**src/rtl/updown_counter_if.sv**
```systemverilog
// Bus bundle for updown_counter: control/load inputs and count/flag outputs.
// Revision 1.0
`default_nettype none

interface updown_counter_if #(
  parameter int WIDTH = 8
);
  logic             EN;
  logic             UP;
  logic             LOAD;
  logic [WIDTH-1:0] load_in;
  logic [WIDTH-1:0] mod_max;
  logic             flag_clr;
  logic [WIDTH-1:0] c_out;
  logic             tc;
  logic             overflow;
  logic             underflow;

  modport master (
    output EN, UP, LOAD, load_in, mod_max, flag_clr,
    input  c_out, tc, overflow, underflow
  );

  modport slave (
    input  EN, UP, LOAD, load_in, mod_max, flag_clr,
    output c_out, tc, overflow, underflow
  );
endinterface

`default_nettype wire

```
**src/rtl/updown_counter.sv**
```systemverilog
// Prescaled up/down modulo counter with load, wrap/saturate modes and sticky flags.
// Revision 1.0
`default_nettype none

module updown_counter #(
  parameter int WIDTH    = 8,
  parameter int PRESCALE = 1,
  parameter int SATURATE = 0
) (
  input  wire logic        CLK,
  input  wire logic        RST_N,
  updown_counter_if.slave  bus
);

  localparam int           PW         = $clog2(PRESCALE) + 1;
  localparam logic [PW-1:0] PCNT_LAST = PW'(PRESCALE - 1);

  logic [WIDTH-1:0] c_out_q, c_out_d;
  logic [PW-1:0]    pcnt_q, pcnt_d;
  logic             tc_q, tc_d;
  logic             ovf_q, ovf_d;
  logic             unf_q, unf_d;

  always_comb begin
    c_out_d = c_out_q;
    pcnt_d  = pcnt_q;
    tc_d    = 1'b0;
    ovf_d   = ovf_q;
    unf_d   = unf_q;

    // Clear first so a boundary event on the same edge overrides it.
    if (bus.flag_clr) begin
      ovf_d = 1'b0;
      unf_d = 1'b0;
    end

    if (bus.LOAD) begin
      c_out_d = (bus.load_in > bus.mod_max) ? bus.mod_max : bus.load_in;
      pcnt_d  = '0;
    end else if (bus.EN) begin
      if (pcnt_q == PCNT_LAST) begin
        pcnt_d = '0;
        if (bus.UP) begin
          if (c_out_q < bus.mod_max) begin
            c_out_d = c_out_q + WIDTH'(1);
          end else begin
            ovf_d   = 1'b1;
            tc_d    = 1'b1;
            c_out_d = (SATURATE != 0) ? bus.mod_max : '0;
          end
        end else begin
          if (c_out_q == '0) begin
            unf_d   = 1'b1;
            tc_d    = 1'b1;
            c_out_d = (SATURATE != 0) ? '0 : bus.mod_max;
          end else if (c_out_q > bus.mod_max) begin
            c_out_d = bus.mod_max;
          end else begin
            c_out_d = c_out_q - WIDTH'(1);
          end
        end
      end else begin
        pcnt_d = pcnt_q + PW'(1);
      end
    end
  end

  always_ff @(posedge CLK or negedge RST_N) begin
    if (!RST_N) begin
      c_out_q <= '0;
      pcnt_q  <= '0;
      tc_q    <= 1'b0;
      ovf_q   <= 1'b0;
      unf_q   <= 1'b0;
    end else begin
      c_out_q <= c_out_d;
      pcnt_q  <= pcnt_d;
      tc_q    <= tc_d;
      ovf_q   <= ovf_d;
      unf_q   <= unf_d;
    end
  end

  assign bus.c_out     = c_out_q;
  assign bus.tc        = tc_q;
  assign bus.overflow  = ovf_q;
  assign bus.underflow = unf_q;

endmodule

`default_nettype wire

```
**src/flat_wrapper.sv**
```systemverilog
// flat-port wrapper written by rule: the top's interface ports become plain ports
module updown_counter_flat 
#(
  parameter int WIDTH    = 8,
  parameter int PRESCALE = 1,
  parameter int SATURATE = 0
)
  (CLK, RST_N, bus_EN, bus_UP, bus_LOAD, bus_load_in, bus_mod_max, bus_flag_clr, bus_c_out, bus_tc, bus_overflow, bus_underflow);
  updown_counter_if #(.WIDTH(WIDTH)) bus_i ();
  input  wire logic CLK;
  input  wire logic RST_N;
  input wire logic [$bits(bus_i.EN)-1:0] bus_EN;
  input wire logic [$bits(bus_i.UP)-1:0] bus_UP;
  input wire logic [$bits(bus_i.LOAD)-1:0] bus_LOAD;
  input wire logic [$bits(bus_i.load_in)-1:0] bus_load_in;
  input wire logic [$bits(bus_i.mod_max)-1:0] bus_mod_max;
  input wire logic [$bits(bus_i.flag_clr)-1:0] bus_flag_clr;
  output wire logic [$bits(bus_i.c_out)-1:0] bus_c_out;
  output wire logic [$bits(bus_i.tc)-1:0] bus_tc;
  output wire logic [$bits(bus_i.overflow)-1:0] bus_overflow;
  output wire logic [$bits(bus_i.underflow)-1:0] bus_underflow;
  assign bus_i.EN = bus_EN;
  assign bus_i.UP = bus_UP;
  assign bus_i.LOAD = bus_LOAD;
  assign bus_i.load_in = bus_load_in;
  assign bus_i.mod_max = bus_mod_max;
  assign bus_i.flag_clr = bus_flag_clr;
  assign bus_c_out = bus_i.c_out;
  assign bus_tc = bus_i.tc;
  assign bus_overflow = bus_i.overflow;
  assign bus_underflow = bus_i.underflow;
  updown_counter #(.WIDTH(WIDTH), .PRESCALE(PRESCALE), .SATURATE(SATURATE)) u_core (.CLK(CLK), .RST_N(RST_N), .bus(bus_i));
endmodule
```
**config.mk**
```make
export PLATFORM = sky130hd
export DESIGN_NAME = updown_counter_flat
export DESIGN_NICKNAME = d
export VERILOG_FILES = /design/src/rtl/updown_counter_if.sv /design/src/rtl/updown_counter.sv /design/src/flat_wrapper.sv
export SDC_FILE = /design/constraint.sdc
export NUM_CORES = 1
export LEC_CHECK = 0
export ABC_AREA = 1
export CELL_PAD_IN_SITES_DETAIL_PLACEMENT = 0
export CELL_PAD_IN_SITES_GLOBAL_PLACEMENT = 1
export CORE_AREA = 4 4 92 59
export DETAILED_ROUTE_END_ITERATION = 10
export DIE_AREA = 0 0 96 63
export GPL_TIMING_DRIVEN = 0
export PLACE_DENSITY = 0.89
export SYNTH_ARGS = -nofsm -noshare
export SYNTH_HDL_FRONTEND = slang
export SYNTH_SLANG_ARGS = --single-unit
```
**constraint.sdc**
```tcl
create_clock -name CLK -period 2 [get_ports CLK]
set_clock_uncertainty 0.05 [all_clocks]
set_input_delay 0.4 -clock CLK [delete_from_list [all_inputs] [get_ports CLK]]
set_output_delay 0.4 -clock CLK [all_outputs]
set_load 0.02 [all_outputs]
```
==> out/results.tsv, run 1 <==
metric	value	unit
status	finished with violations	
failing checks	setup timing	
Bufs and invs on worst path	11	
filler cell count	383	
setup ws final	-0.04702	ns
CTS root buf	clkbuf_8	
most frequent CP cell	buf_4	
RSZ-0062 raised after global routing	true	
first-pass GRT wire length	8404	µm
Synth area leader	dfrtp_1	
Worst-Margin Slew	0.5938	ns
met2 routed wirelength	2544	µm
critical path type	primary input to register	
Comb power frac	67.8	%
Yosys warnings	0	
CP max stage delay	0.18	ns
Area growth syn-to-layout	61.78	%
Cell Rows	19	
Final GP Congestion	0.8377	
grt ovf	0	
Sw Share	45.14	%
highest metal used	met4	
fin crit share	102.4	%
Netlist cell types	29	
maximum clock path buffer count	2	
Buffers on Ports	32	
Max Freq	0.4885	GHz
Clock power frac	13.7	%
P_int	0.9635	mW
WP data required	2.13	ns
crit path to	u_core.bus.c_out[5]	
Setup crit start kind	primary input	
Critical Path AT	2.18	ns
DR DRC count	0	
number of global-route vias before repair	1734	
cts hold-fix bufs	0	
Hold Violations, Final	0	
critical path capture point type	register	
Final HPWL DP	3624	µm
number of stages on the worst setup path	16	
dpl ws	-0.5190	ns
Worst path slowest cell	clkdlybuf4s15_1	
Die Y	63	µm
DR WL/cell	15.06	µm
HP Class	register to register	
Post-Syn Area	0.001647	mm²
# nets final	358	
die width	96	µm
Leak	1.308	nW
routed vias	1919	
largest net degree at the start of global routing	12	
post-synth top area share	16.72	%
switching power	0.7927	mW
Worst IR Drop VDD	0.0002901	V
initial antenna violation count	0	
MaxCap Viol Count	0	
# diodes	0	
Power, Total	1.756	mW
register share of total power	18.5	%
FF-to-FF setup slack	0.03	ns
met3 WL post-DR	523	µm
fin. max-slew vios	0	
CORE AREA	0.004541	mm²
cells along the critical path	clkdlybuf4s15_1, inv_2, buf_4, buf_4, buf_4, buf_4, buf_4, buf_4, buf_4, buf_4, buf_4, nand2_1, nand3_1, nand2_1, nand2_2, a21oi_2	
CTS Sinks	11	
Reg2Reg Capture Point	u_core.bus.c_out[5]	
slew margin rel.	60.29	%
Hold Startpoint	u_core.bus.overflow	
DR vias/cell	5.063	
Die Area	0.006048	mm²
crit path max fanout	4	
Final Critical Period	2.047	ns
clk slew on worst S/H paths	0.06	ns
R2R depth	13	
Detailed Routing Iterations Pass 1	4	
CTS tree	built	
Routed WL	5709	µm
CP top delay family	buffers and inverters	
Worst Setup SP	bus_mod_max[5]	
initial DRC count	138	
synthesized area per cell	6.721	µm²
Top Ports	33	
starting density of the core	36.26	%
Finish-stage setup viols	1	
All-Layer GR Usage	17.57	%
Post-Synthesis Cells	245	
ranking of synthesized cells by area	dfrtp_1 17%, ha_1 14%, nand2_1 14%	
FF-to-FF Start	u_core.bus.c_out[7]	
P per Cell Area	659.3	mW/mm²
sequential share of the synthesized area	16.72	%
synthesis-stage register bit count	11	
syn nets	286	
Routed Antenna Nets	0	
CTS buffer count	3	
share of layout cells above drive strength 1	39.56	%
fin util	58.67	%
Max H-tree Level	1	
metal1 wirelength	2574	µm
worst skew pair latency	0.25	ns
-- area by class of cell --
cell class                 instances  area (µm²)  share of cell area, %
multi-input combinational        199        1421                  53.36
inverter                          29       138.9                  5.214
buffer                             6       63.81                  2.395
sequential                        11       284.0                  10.66
tap                               63       78.83                  2.959
timing repair buffer              67       630.6                  23.67
clock inverter                     1       5.005                 0.1879
clock buffer                       3       41.29                  1.550
-- registers in the layout, summed over array words and instances (netlist names) --
signal and count:
u_core.bus.c_out 8, u_core.bus.underflow 1, u_core.bus.overflow 1, u_core.bus.tc 1
-- worst min-delay path: stages (launching register included) --
cell,delay (ns)
dfrtp_1,0.35
nand2_1,0.06
nand2_1,0.05
-- cell usage after synthesis --
library cell	number
or2_2	2
o21ai_0	1
buf_6	3
inv_2	3
clkinv_1	3
nand2_2	1
ha_1	19
bufinv_8	2
o21ai_1	3
xor2_1	5
nand3b_1	1
nor2_2	5
a21oi_2	6
and2_4	1
nand4_1	3
xnor2_1	1
nand2_4	3
nor2_4	1
nand3_2	6
nand4_4	2
o21a_1	1
nand3_1	29
dfrtp_1	11
nor2_1	31
a21o_1	1
inv_1	21
buf_4	3
nand2_1	63
a21oi_1	14
-- per-stage QoR --
stage | instances | instance area, µm² | setup TNS, ns | hold slack, ns
2_1_floorplan | 245 | 1647 | 0 | 0.05441
3_3_place_gp | 340 | 2046 | -4.030 | 0.4298
3_5_place_dp | 340 | 2046 | -3.992 | 0.4247
4_1_cts | 367 | 2477 | 0 | 0.4475
5_1_grt | 379 | 2664 | -0.1939 | 0.4875
6_report | 379 | 2664 | -0.04702 | 0.4486
-- power by group through the flow --
| stage | Clock (mW) | Combinational (mW) | Sequential (mW) |
|---|---|---|---|
| finish | 0.241 | 1.19 | 0.324 |
| global route | 0.262 | 1.29 | 0.328 |
| CTS | 0.245 | 1.02 | 0.336 |
| detailed placement | 0 | 0.829 | 0.326 |
| global placement | 0 | 0.824 | 0.326 |
| floorplan | 0 | 0.548 | 0.356 |
-- worst min path at each step --
| stage | slack [ns] | cells past startpoint | to |
|---|---|---|---|
| 2_1_floorplan | 0.05 | 0 | u_core.bus.c_out[0] |
| 3_3_place_gp | 0.43 | 2 | u_core.bus.overflow |
| 3_5_place_dp | 0.42 | 2 | u_core.bus.overflow |
| 4_1_cts | 0.45 | 2 | u_core.bus.overflow |
| 5_1_grt | 0.49 | 2 | u_core.bus.underflow |
| 6_report | 0.45 | 2 | u_core.bus.overflow |
-- cells by family after synthesis --
| family | count (synthesis) | synth area share (%) |
|---|---|---|
| simple gates | 148 | 44.38 |
| buf+inv | 35 | 11.70 |
| compound gates | 26 | 9.574 |
| fa+ha+maj | 19 | 14.44 |
| flops | 11 | 16.72 |
| xor+xnor | 6 | 3.191 |
-- metal layers --
| metal | vias to the layer above | track usage, % |
|---|---|---|
| li1 | 938 | - |
| met1 | 896 | 26.36 |
| met2 | 77 | 25.80 |
| met3 | 8 | 3.971 |
| met4 | 0 | 2.482 |
| met5 | - | 0 |
-- cell usage in the layout (no fill, tap or decap), types with 4 or more instances in the layout --
| master | count |
|---|---|
| ha_1 | 9 |
| ha_4 | 10 |
| buf_4 | 32 |
| dfrtp_1 | 4 |
| dfrtp_2 | 7 |
| dlygate4sd2_1 | 6 |
| clkdlybuf4s50_1 | 16 |
| nand2_2 | 11 |
| inv_2 | 10 |
| nor2_1 | 29 |
| a21oi_1 | 7 |
| a21oi_2 | 13 |
| buf_6 | 7 |
| nand3_2 | 7 |
| nand3_1 | 28 |
| xor2_1 | 5 |
| nor2_4 | 5 |
| dlymetal6s2s_1 | 9 |
| nand2_1 | 51 |
| inv_1 | 13 |
-- what timing repair did --
| item | CTS | global route |
|---|---|---|
| pin swaps | 17 | 23 |
| gates cloned | 1 | 1 |
| setup endpoints to repair | 8 | 8 |
| buffers inserted | 22 | 11 |
| resized for setup | 44 | 37 |
Power figures use the tool's default switching activity.
==> run 2: changes to the inputs <==
--- a/config.mk
+++ b/config.mk
@@ -9,6 +9,7 @@
 export CELL_PAD_IN_SITES_DETAIL_PLACEMENT = 0
 export CELL_PAD_IN_SITES_GLOBAL_PLACEMENT = 1
 export CORE_AREA = 4 4 92 59
+export CTS_CLUSTER_SIZE = 40
 export DETAILED_ROUTE_END_ITERATION = 10
 export DIE_AREA = 0 0 96 63
 export GPL_TIMING_DRIVEN = 0
==> results of run 2 <==
No change in the layout: final DEF, timing and power equal those of run 1.
